**src/rtl/dar_pkg.sv**
```systemverilog
// Shared constants and FSM state type for the dar_master register-port initiator.
package dar_pkg;

    localparam int DAR_DATA_W = 8;
    localparam int DAR_ADDR_W = 2;

    localparam logic [1:0] OP_WR   = 2'b00;
    localparam logic [1:0] OP_RD   = 2'b01;
    localparam logic [1:0] OP_CLR  = 2'b10;
    localparam logic [1:0] OP_DUMP = 2'b11;

    typedef enum logic [2:0] {
        ST_IDLE     = 3'd0,
        ST_WR       = 3'd1,
        ST_RD_ISSUE = 3'd2,
        ST_RD_WAIT  = 3'd3,
        ST_RSP      = 3'd4,
        ST_SWEEP_WR = 3'd5,
        ST_SWEEP_RD = 3'd6
    } dar_state_e;

endpackage

```
**src/rtl/dar_master_if.sv**
```systemverilog
// Command, response and register-port bundle between a controller, dar_master and the register file.
interface dar_master_if import dar_pkg::*; #(
    parameter int DATA_W = DAR_DATA_W,
    parameter int ADDR_W = DAR_ADDR_W
) ();

    logic              cmd_valid;
    logic              cmd_ready;
    logic [1:0]        cmd_op;
    logic [ADDR_W-1:0] cmd_addr;
    logic [DATA_W-1:0] cmd_wdata;
    logic              rsp_valid;
    logic              rsp_ready;
    logic [ADDR_W-1:0] rsp_addr;
    logic [DATA_W-1:0] rsp_data;
    logic              rsp_err;
    logic              busy;
    logic              reg_w_en;
    logic              reg_r_en;
    logic [ADDR_W-1:0] reg_addr;
    logic [DATA_W-1:0] reg_wdata;
    logic [DATA_W-1:0] reg_rdata;

    modport master (
        input  cmd_valid, cmd_op, cmd_addr, cmd_wdata, rsp_ready, reg_rdata,
        output cmd_ready, rsp_valid, rsp_addr, rsp_data, rsp_err, busy,
               reg_w_en, reg_r_en, reg_addr, reg_wdata
    );

    modport slave (
        output cmd_valid, cmd_op, cmd_addr, cmd_wdata, rsp_ready, reg_rdata,
        input  cmd_ready, rsp_valid, rsp_addr, rsp_data, rsp_err, busy,
               reg_w_en, reg_r_en, reg_addr, reg_wdata
    );

endinterface

```
**src/rtl/dar_rd_lat_ctr.sv**
```systemverilog
// Read-latency down-counter: loaded on the read-issue cycle, done when read data is valid.
module dar_rd_lat_ctr #(
    parameter int RD_LAT = 1
) (
    input  logic clk,
    input  logic rst,
    input  logic load,
    output logic done
);

    localparam logic [1:0] LOAD_VAL = 2'(RD_LAT - 1);

    logic [1:0] cnt_r;

    // Load on issue, then count down to zero and hold there.
    always_ff @(posedge clk or posedge rst) begin
        if (rst) begin
            cnt_r <= 2'd0;
        end else if (load) begin
            cnt_r <= LOAD_VAL;
        end else if (cnt_r != 2'd0) begin
            cnt_r <= cnt_r - 2'd1;
        end else begin
            cnt_r <= cnt_r;
        end
    end

    assign done = (cnt_r == 2'd0);

endmodule

```
**src/rtl/dar_master.sv**
```systemverilog
// Register-file port initiator: write, read, clear-all and dump commands with read responses.
// Optional write-verify read-back is enabled by defining DAR_MASTER_WVERIFY_EN.
module dar_master import dar_pkg::*; #(
    parameter int DATA_W = DAR_DATA_W,
    parameter int ADDR_W = DAR_ADDR_W,
    parameter int RD_LAT = 1
) (
    input  logic         clk,
    input  logic         rst,
    dar_master_if.master bus
);

    localparam logic [ADDR_W-1:0] ADDR_LAST = '1;

    dar_state_e        state_r, state_s;
    logic [ADDR_W-1:0] addr_r, addr_s;
    logic [DATA_W-1:0] wdata_r, wdata_s;
    logic              sweep_r, sweep_s;
    logic              lat_done_s, capture_s;
    logic              w_en_s, r_en_s;
    logic [ADDR_W-1:0] reg_addr_s;
    logic [DATA_W-1:0] reg_wdata_s;

    logic              cmd_ready_r, busy_r, rsp_valid_r, rsp_err_r;
    logic              reg_w_en_r, reg_r_en_r;
    logic [ADDR_W-1:0] reg_addr_r, rsp_addr_r;
    logic [DATA_W-1:0] reg_wdata_r, rsp_data_r;

`ifdef DAR_MASTER_WVERIFY_EN
    logic              verify_r, verify_s;
`endif

    dar_rd_lat_ctr #(.RD_LAT(RD_LAT)) u_lat (
        .clk  (clk),
        .rst  (rst),
        .load (state_r == ST_RD_ISSUE),
        .done (lat_done_s)
    );

    assign capture_s = (state_r == ST_RD_WAIT) && lat_done_s;

    // Next-state logic; addr_r doubles as the sweep index during clear-all and dump.
    always_comb begin
        state_s = state_r;
        addr_s  = addr_r;
        wdata_s = wdata_r;
        sweep_s = sweep_r;
`ifdef DAR_MASTER_WVERIFY_EN
        verify_s = verify_r;
`endif
        case (state_r)
            ST_IDLE: begin
`ifdef DAR_MASTER_WVERIFY_EN
                verify_s = 1'b0;
`endif
                if (bus.cmd_valid) begin
                    addr_s  = bus.cmd_addr;
                    wdata_s = bus.cmd_wdata;
                    sweep_s = 1'b0;
                    case (bus.cmd_op)
                        OP_WR:   state_s = ST_WR;
                        OP_RD:   state_s = ST_RD_ISSUE;
                        OP_CLR:  begin state_s = ST_SWEEP_WR; addr_s = '0; end
                        OP_DUMP: begin state_s = ST_RD_ISSUE; addr_s = '0; sweep_s = 1'b1; end
                        default: state_s = ST_IDLE;
                    endcase
                end else begin
                    state_s = ST_IDLE;
                end
            end
            ST_WR: begin
`ifdef DAR_MASTER_WVERIFY_EN
                state_s  = ST_RD_ISSUE;
                verify_s = 1'b1;
`else
                state_s  = ST_IDLE;
`endif
            end
            ST_RD_ISSUE: state_s = ST_RD_WAIT;
            ST_RD_WAIT: begin
                if (lat_done_s) begin
                    state_s = ST_RSP;
                end else begin
                    state_s = ST_RD_WAIT;
                end
            end
            ST_RSP: begin
                if (!bus.rsp_ready) begin
                    state_s = ST_RSP;
                end else if (sweep_r && (addr_r != ADDR_LAST)) begin
                    addr_s  = addr_r + 1'b1;
                    state_s = ST_RD_ISSUE;
                end else begin
                    sweep_s = 1'b0;
                    state_s = ST_IDLE;
                end
            end
            ST_SWEEP_WR: begin
                if (addr_r == ADDR_LAST) begin
                    addr_s  = '0;
                    state_s = ST_IDLE;
                end else begin
                    addr_s  = addr_r + 1'b1;
                    state_s = ST_SWEEP_WR;
                end
            end
            default: state_s = ST_IDLE;
        endcase

        // Port outputs are decoded from the next state so they register in step with it.
        w_en_s      = (state_s == ST_WR) || (state_s == ST_SWEEP_WR);
        r_en_s      = (state_s == ST_RD_ISSUE);
        reg_addr_s  = (w_en_s || r_en_s) ? addr_s : '0;
        reg_wdata_s = (state_s == ST_WR) ? wdata_s : '0;
    end

    // State, working registers and registered control outputs.
    always_ff @(posedge clk or posedge rst) begin
        if (rst) begin
            state_r     <= ST_IDLE;
            addr_r      <= '0;
            wdata_r     <= '0;
            sweep_r     <= 1'b0;
            cmd_ready_r <= 1'b1;
            busy_r      <= 1'b0;
            rsp_valid_r <= 1'b0;
            reg_w_en_r  <= 1'b0;
            reg_r_en_r  <= 1'b0;
            reg_addr_r  <= '0;
            reg_wdata_r <= '0;
        end else begin
            state_r     <= state_s;
            addr_r      <= addr_s;
            wdata_r     <= wdata_s;
            sweep_r     <= sweep_s;
            cmd_ready_r <= (state_s == ST_IDLE);
            busy_r      <= (state_s != ST_IDLE);
            rsp_valid_r <= (state_s == ST_RSP);
            reg_w_en_r  <= w_en_s;
            reg_r_en_r  <= r_en_s;
            reg_addr_r  <= reg_addr_s;
            reg_wdata_r <= reg_wdata_s;
        end
    end

    // Response payload is captured once and held until the next read completes.
    always_ff @(posedge clk or posedge rst) begin
        if (rst) begin
            rsp_data_r <= '0;
            rsp_addr_r <= '0;
            rsp_err_r  <= 1'b0;
        end else if (capture_s) begin
            rsp_data_r <= bus.reg_rdata;
            rsp_addr_r <= addr_r;
`ifdef DAR_MASTER_WVERIFY_EN
            rsp_err_r  <= verify_r && (bus.reg_rdata != wdata_r);
`else
            rsp_err_r  <= 1'b0;
`endif
        end
    end

`ifdef DAR_MASTER_WVERIFY_EN
    // Marks the read that follows a single write as a verify read.
    always_ff @(posedge clk or posedge rst) begin
        if (rst) begin
            verify_r <= 1'b0;
        end else begin
            verify_r <= verify_s;
        end
    end
`endif

    assign bus.cmd_ready = cmd_ready_r;
    assign bus.busy      = busy_r;
    assign bus.rsp_valid = rsp_valid_r;
    assign bus.rsp_addr  = rsp_addr_r;
    assign bus.rsp_data  = rsp_data_r;
    assign bus.rsp_err   = rsp_err_r;
    assign bus.reg_w_en  = reg_w_en_r;
    assign bus.reg_r_en  = reg_r_en_r;
    assign bus.reg_addr  = reg_addr_r;
    assign bus.reg_wdata = reg_wdata_r;

endmodule
```
**src/flat_wrapper.sv**
```systemverilog
// flat-port wrapper written by rule: the top's interface ports become plain ports
module dar_master_flat import dar_pkg::*;
#(
    parameter int DATA_W = DAR_DATA_W,
    parameter int ADDR_W = DAR_ADDR_W,
    parameter int RD_LAT = 1
)
  (clk, rst, bus_cmd_valid, bus_cmd_op, bus_cmd_addr, bus_cmd_wdata, bus_rsp_ready, bus_reg_rdata, bus_cmd_ready, bus_rsp_valid, bus_rsp_addr, bus_rsp_data, bus_rsp_err, bus_busy, bus_reg_w_en, bus_reg_r_en, bus_reg_addr, bus_reg_wdata);
  dar_master_if #(.DATA_W(DATA_W), .ADDR_W(ADDR_W)) bus_i ();
  input  logic clk;
  input  logic rst;
  input wire logic [$bits(bus_i.cmd_valid)-1:0] bus_cmd_valid;
  input wire logic [$bits(bus_i.cmd_op)-1:0] bus_cmd_op;
  input wire logic [$bits(bus_i.cmd_addr)-1:0] bus_cmd_addr;
  input wire logic [$bits(bus_i.cmd_wdata)-1:0] bus_cmd_wdata;
  input wire logic [$bits(bus_i.rsp_ready)-1:0] bus_rsp_ready;
  input wire logic [$bits(bus_i.reg_rdata)-1:0] bus_reg_rdata;
  output wire logic [$bits(bus_i.cmd_ready)-1:0] bus_cmd_ready;
  output wire logic [$bits(bus_i.rsp_valid)-1:0] bus_rsp_valid;
  output wire logic [$bits(bus_i.rsp_addr)-1:0] bus_rsp_addr;
  output wire logic [$bits(bus_i.rsp_data)-1:0] bus_rsp_data;
  output wire logic [$bits(bus_i.rsp_err)-1:0] bus_rsp_err;
  output wire logic [$bits(bus_i.busy)-1:0] bus_busy;
  output wire logic [$bits(bus_i.reg_w_en)-1:0] bus_reg_w_en;
  output wire logic [$bits(bus_i.reg_r_en)-1:0] bus_reg_r_en;
  output wire logic [$bits(bus_i.reg_addr)-1:0] bus_reg_addr;
  output wire logic [$bits(bus_i.reg_wdata)-1:0] bus_reg_wdata;
  assign bus_i.cmd_valid = bus_cmd_valid;
  assign bus_i.cmd_op = bus_cmd_op;
  assign bus_i.cmd_addr = bus_cmd_addr;
  assign bus_i.cmd_wdata = bus_cmd_wdata;
  assign bus_i.rsp_ready = bus_rsp_ready;
  assign bus_i.reg_rdata = bus_reg_rdata;
  assign bus_cmd_ready = bus_i.cmd_ready;
  assign bus_rsp_valid = bus_i.rsp_valid;
  assign bus_rsp_addr = bus_i.rsp_addr;
  assign bus_rsp_data = bus_i.rsp_data;
  assign bus_rsp_err = bus_i.rsp_err;
  assign bus_busy = bus_i.busy;
  assign bus_reg_w_en = bus_i.reg_w_en;
  assign bus_reg_r_en = bus_i.reg_r_en;
  assign bus_reg_addr = bus_i.reg_addr;
  assign bus_reg_wdata = bus_i.reg_wdata;
  dar_master #(.DATA_W(DATA_W), .ADDR_W(ADDR_W), .RD_LAT(RD_LAT)) u_core (.clk(clk), .rst(rst), .bus(bus_i));
endmodule
```
**config.mk**
```make
export PLATFORM = sky130hd
export DESIGN_NAME = dar_master_flat
export DESIGN_NICKNAME = d
export VERILOG_FILES = /design/src/rtl/dar_pkg.sv /design/src/rtl/dar_master_if.sv /design/src/rtl/dar_rd_lat_ctr.sv /design/src/rtl/dar_master.sv /design/src/flat_wrapper.sv
export SDC_FILE = /design/constraint.sdc
export NUM_CORES = 1
export LEC_CHECK = 0
export BUFFER_PORTS_ARGS = -buffer_cell sky130_fd_sc_hd__buf_2
export CAP_MARGIN = 20
export CORE_AREA = 10 10 76 72
export CTS_CLUSTER_SIZE = 24
export DETAILED_ROUTE_END_ITERATION = 16
export DIE_AREA = 0 0 86 82
export GPL_TIMING_DRIVEN = 0
export PLACE_DENSITY = 0.65
export SYNTH_ARGS = -nofsm -noshare
export SYNTH_HDL_FRONTEND = slang
export SYNTH_HIERARCHICAL = 1
export SYNTH_SLANG_ARGS = --single-unit
```
**constraint.sdc**
```tcl
create_clock -name clk -period 2.1 [get_ports clk]
set_input_delay 0.315 -clock clk [delete_from_list [all_inputs] [get_ports clk]]
set_output_delay 0.315 -clock clk [all_outputs]
set_load 0.1 [all_outputs]
```
# [Word level (Yosys, flattened, before mapping)]
# Cells that the tools add are included.
[word_totals] register_bits=41 input_bits=24
[classes] muxes=24 addsub=2 eq_ne=16 reduce_logical=15
[ops] operator="two-way mux 8 bit" count=3
[ops] operator="two-way mux 2 bit" count=9
[ops] operator="one-hot mux 3 bit (5 select lines)" count=1
[ops] operator="== test 3 bit (second input constant)" count=4
[ops] operator="two-way mux 3 bit" count=4
[ops] operator="== test 3 x 2 -> 1 bit (second input constant)" count=3
[ops] operator="one-hot mux 3 bit (3 select lines)" count=1
[ops] operator="!= test 2 bit (second input constant)" count=4
[ops] operator="== test 2 bit (second input constant)" count=3
[ops] operator="logical NOT 3 bit" count=2
[ops] operator="one-hot mux 2 bit (3 select lines)" count=1
[ops] operator="nonzero test 2 bit" count=3
[ops] operator="logical NOT 2 bit" count=2
[ops] operator="two-way mux 1 bit" count=4
[ops] operator="AND reduction 4 bit" count=1
[ops] operator="OR reduction 2 bit" count=2
[ops] operator="== test 3 x 1 -> 1 bit (second input constant)" count=1
[ops] operator="nonzero test 3 bit" count=1
[ops] operator="adder 2 x 1 -> 2 bit (second input constant)" count=1
[ops] operator="== test 2 x 1 -> 1 bit (second input constant)" count=1
[ops] operator="logical AND 1 bit" count=2
[ops] operator="logical OR 1 bit" count=2
[ops] operator="one-hot mux 1 bit (2 select lines)" count=1
[ops] operator="subtractor 2 x 1 -> 2 bit (second input constant)" count=1

# [Depth between registers and ports, before layout]
[logic_depth] word_depth=9 depth_mapped=6 ltp_nobuf=6

# [Cells and area by module]
# Netlist, hierarchy kept.
[modules_own_cells] mod="dar_master" cells_per_inst=119 n_inst=1 seq_area_each_um2=977.2 area_each_um2=1602.8
[modules_own_cells] mod="dar_rd_lat_ctr" cells_per_inst=10 n_inst=1 seq_area_each_um2=50.0 area_each_um2=100.1

# [Worst setup path before layout]
# No wires, ideal clock.
[synth_timing] kind="register to register" start="register u_core.state_r[0]" end="register u_core.reg_wdata_r[0], in the netlist u_core/bus.reg_wdata[0]" arrival_time_ns=1.552 setup_ns=0.121 slack_ns=0.427 period_less_slack_ns=1.673 path_buffers=2 path_stages_with_launch=6 required_ns=1.979 cell_sequence="dfrtp_1 -> buf_2 -> nor4b_2 -> buf_4 -> mux2_1 -> nor2b_1"
[synth_via] elab_cells_between_ends=9 cone_classes="eq/ne: 5; mux: 3; reduce/logical: 1"
[synth_rtl] element="start, declared" line="dar_master.sv:15" rtl="dar_state_e state_r, state_s;"
[synth_rtl] element="start signal, assigned" line="dar_master.sv:132" rtl="state_r <= state_s;"
[synth_rtl] element="logical NOT 3 bit" line="dar_master.sv:51" rtl="case (state_r)"
[synth_rtl] element="two-way mux 8 bit" line="dar_master.sv:51"
[synth_rtl] element="named net u_core.wdata_s[0]" line="dar_master.sv:17" rtl="logic [DATA_W-1:0] wdata_r, wdata_s;"
[synth_rtl] element="two-way mux 8 bit" line="dar_master.sv:114" rtl="reg_wdata_s = (state_s == ST_WR) ? wdata_s : '0;"
[synth_rtl] element="named net u_core.reg_wdata_s[0]" line="dar_master.sv:22" rtl="logic [DATA_W-1:0] reg_wdata_s;"
[synth_rtl] element="end signal, assigned" line="dar_master.sv:142" rtl="reg_wdata_r <= reg_wdata_s;"
[synth_rtl] element="end, declared" line="dar_master.sv:27" rtl="logic [DATA_W-1:0] reg_wdata_r, rsp_data_r;"
# The timed path passes the listed nets, and every way through them passes these cells.
# A chain may end at the register's enable or synchronous reset.

# [Worst setup path in the final report]
[layout_timing] start="register u_core.state_r[0]" end="register u_core.reg_wdata_r[1], in the netlist u_core/bus.reg_wdata[1]"
# Same word-level chain as after synthesis.

==> reports/metrics.yaml <==
outcome: "finished, final reports clean"
tightestPinTransition_ns: 0.780
hp-class: "input pin to register"
grt_pass1_vias: 1254
clock_latency_ns: 0.29
drtIter0Drc: 24
synth_area_um2: 1700
grt_setup_unrepaired: "no"
hold_viol: 0
synth_seq_area_share_pct: 60.3
crit_type: "register to register"
maxCapViolations: 0
routed_wl_um: 3460
fp-row-count: 22
placed_area_um2: 2000
grt_pass1_wl_um: 5900
vias: 1166
skew_ns: 0.00440
period_share_pct: 89.4
fp.dieW_um: 86
fin_cells: 234
crit_path_start_kind: "register"
grt_max_degree: 40
via_per_inst: 4.98
synth_top_cell_by_area: "dfrtp_1"
htreeDepth: 2
placed_cells: 225
area_growth_pct: 23.4
initial_utilization_pct: 43.3
hpwl_um: 2710
die_h_um: 82
grt_usage_pct: 10.8
io_pins: 50
ctsRootBufferMaster: "clkbuf_8"
drc: 0
n_antenna_cell: 0
synth_cells: 129
clk_pin_slew_ns: 0.08
cts_inserted_buffers: 5
cts.path.max_buffers: 2
postRouteAntennaNets: 0
numClockSinks: 41
die_area_um2: 7050
end_kind: "register"
setup_violations: 0
dr.pass1.iters: 4
relSlewSlack_pct: 47.9
cts_tree: "yes"
ys_warn_count: 6
synth.most_common_cell: "dfrtp_1"
yosysUniqueCellTypes: 33
worstPathArrival_ns: 2.06
synth_area_per_cell_um2: 13.2
antenna_found_initial: 0
synthTopCellsByCount: "40 x dfrtp_1, 15 x nor2b_1, 10 x mux2_1"
fin_hold_ws_ns: 0.229
period_needed_ns: 1.88
stdcell_area_um2: 2100
port_buffers: 48
grt_overflow: 0
crit_required_ns: 2.28
yosys-top-cells-area: "dfrtp_1 59%, mux2_1 6.6%, nor2b_1 5.5%"
async_flop_share_pct: 100
synthFlopType: "dfrtp_1"
ys_ff_latch: 41
max_freq_mhz: 533
synth_top_cell_area_share_pct: 58.8
drive_gt1_share_pct: 39.8
post_cts_buffers: 0
finalSetupTns_ns: 0
fin_nets: 211
synth_edf_count: 0
wire_per_inst_um: 14.8
finalWeightedCongestion: 0.887
core_um2: 3940
slew_violations: 0
worstPathMaxFanout: 10
syn_nets: 155
timing repair:
action | in CTS | in global routing
setup endpoints to repair | 0 | 0
hold buffers | 1 | 0
gates resized for setup | 0 | 0
endpoints found under the hold margin | 2 | 0
layout make-up:
cell class                 count  area, µm²
buffer                         4       25.0
clock buffer                   6       72.6
clock inverter                 2       15.0
fill                         340       1840
inverter                       6       22.5
multi-input combinational     78        628
sequential                    41       1030
tap                           48       60.1
timing repair buffer          49        250
path summary, 6_finish.rpt:
path	slack [ns]	cells after the start	from	endpoint
setup / recovery	0.22	5	u_core/state_r[0]	u_core/bus.reg_wdata[1]
hold / removal	0.23	2	bus_reg_rdata[3]	u_core/bus.rsp_data[3]
setup reg to reg	0.22	5	u_core/state_r[0]	u_core/bus.reg_wdata[1]
hold reg to reg	0.48	1	u_core/wdata_r[4]	u_core/wdata_r[4]
max in group asynchronous	0.88	3	rst	u_core/bus.reg_r_en
min in group asynchronous	0.42	3	rst	u_core/u_lat/cnt_r[0]
state kept, by name (all words and copies together), names as in the netlist:
signal / flops
u_core/addr_r: 2
u_core/bus.busy: 1
u_core/bus.cmd_ready: 1
u_core/bus.reg_addr: 2
u_core/bus.reg_r_en: 1
u_core/bus.reg_w_en: 1
u_core/bus.reg_wdata: 8
u_core/bus.rsp_addr: 2
u_core/bus.rsp_data: 8
u_core/bus.rsp_valid: 1
u_core/state_r: 3
u_core/sweep_r: 1
u_core/u_lat/cnt_r: 2
u_core/wdata_r: 8
through the flow:
stage                     utilization [%]  setup WS (ns)
after floorplan                         -          0.427
after global placement               50.9          0.234
after detailed placement             50.9          0.233
after CTS                            53.4          0.228
after global routing                 53.4          0.101
final                                53.4          0.222
cells by family (layout without fill, tap and decap cells):
family | Yosys count | after routing | share of synthesized area (%)
and+or+nand+nor | 42 | 42 | 15.9
DFF | 41 | 41 | 60.3
muxes | 19 | 19 | 12.5
other | 1 | 1 | 0.220
buffers and inverters | 10 | 67 | 2.79
adders and majority gates | 2 | 2 | 1.47
xor gates and xnor gates | 1 | 1 | 0.514
AOI/OAI and AO/OA | 13 | 13 | 6.24
cells in the final DEF, fill, tap and decap left out, types with 2 or more instances in the layout:
cell and n:
buf_2 50, dfrtp_1 40, nor2b_1 15, mux2_1 10
mux2_2 8, clkbuf_8 5, nand2_1 5, inv_1 5
nand3_1 4, nand3b_1 4, nor2_1 4, a211oi_1 3
clkinvlp_4 2, buf_4 2, nand2b_1 2, or2_2 2
a21o_1 2, o31ai_1 2, ha_1 2
metal layers:
layer  vias to the layer above  wire (µm)  GRT usage [%]
met4                         0        102           7.40
li1                        554          -              -
met1                       557       1390           11.3
met3                        10        280           3.96
met2                        45       1690           18.1
met5                         -          0              0
critical path: stages, from the launching register on:
cell,delay [ns]
dfrtp_1,0.38
buf_2,0.19
nor4b_2,0.43
buf_4,0.27
mux2_1,0.35
nor2b_1,0.14
Power is not shown: default switching activity piles up to over one toggle a cycle in this logic, so the estimate is an artifact.
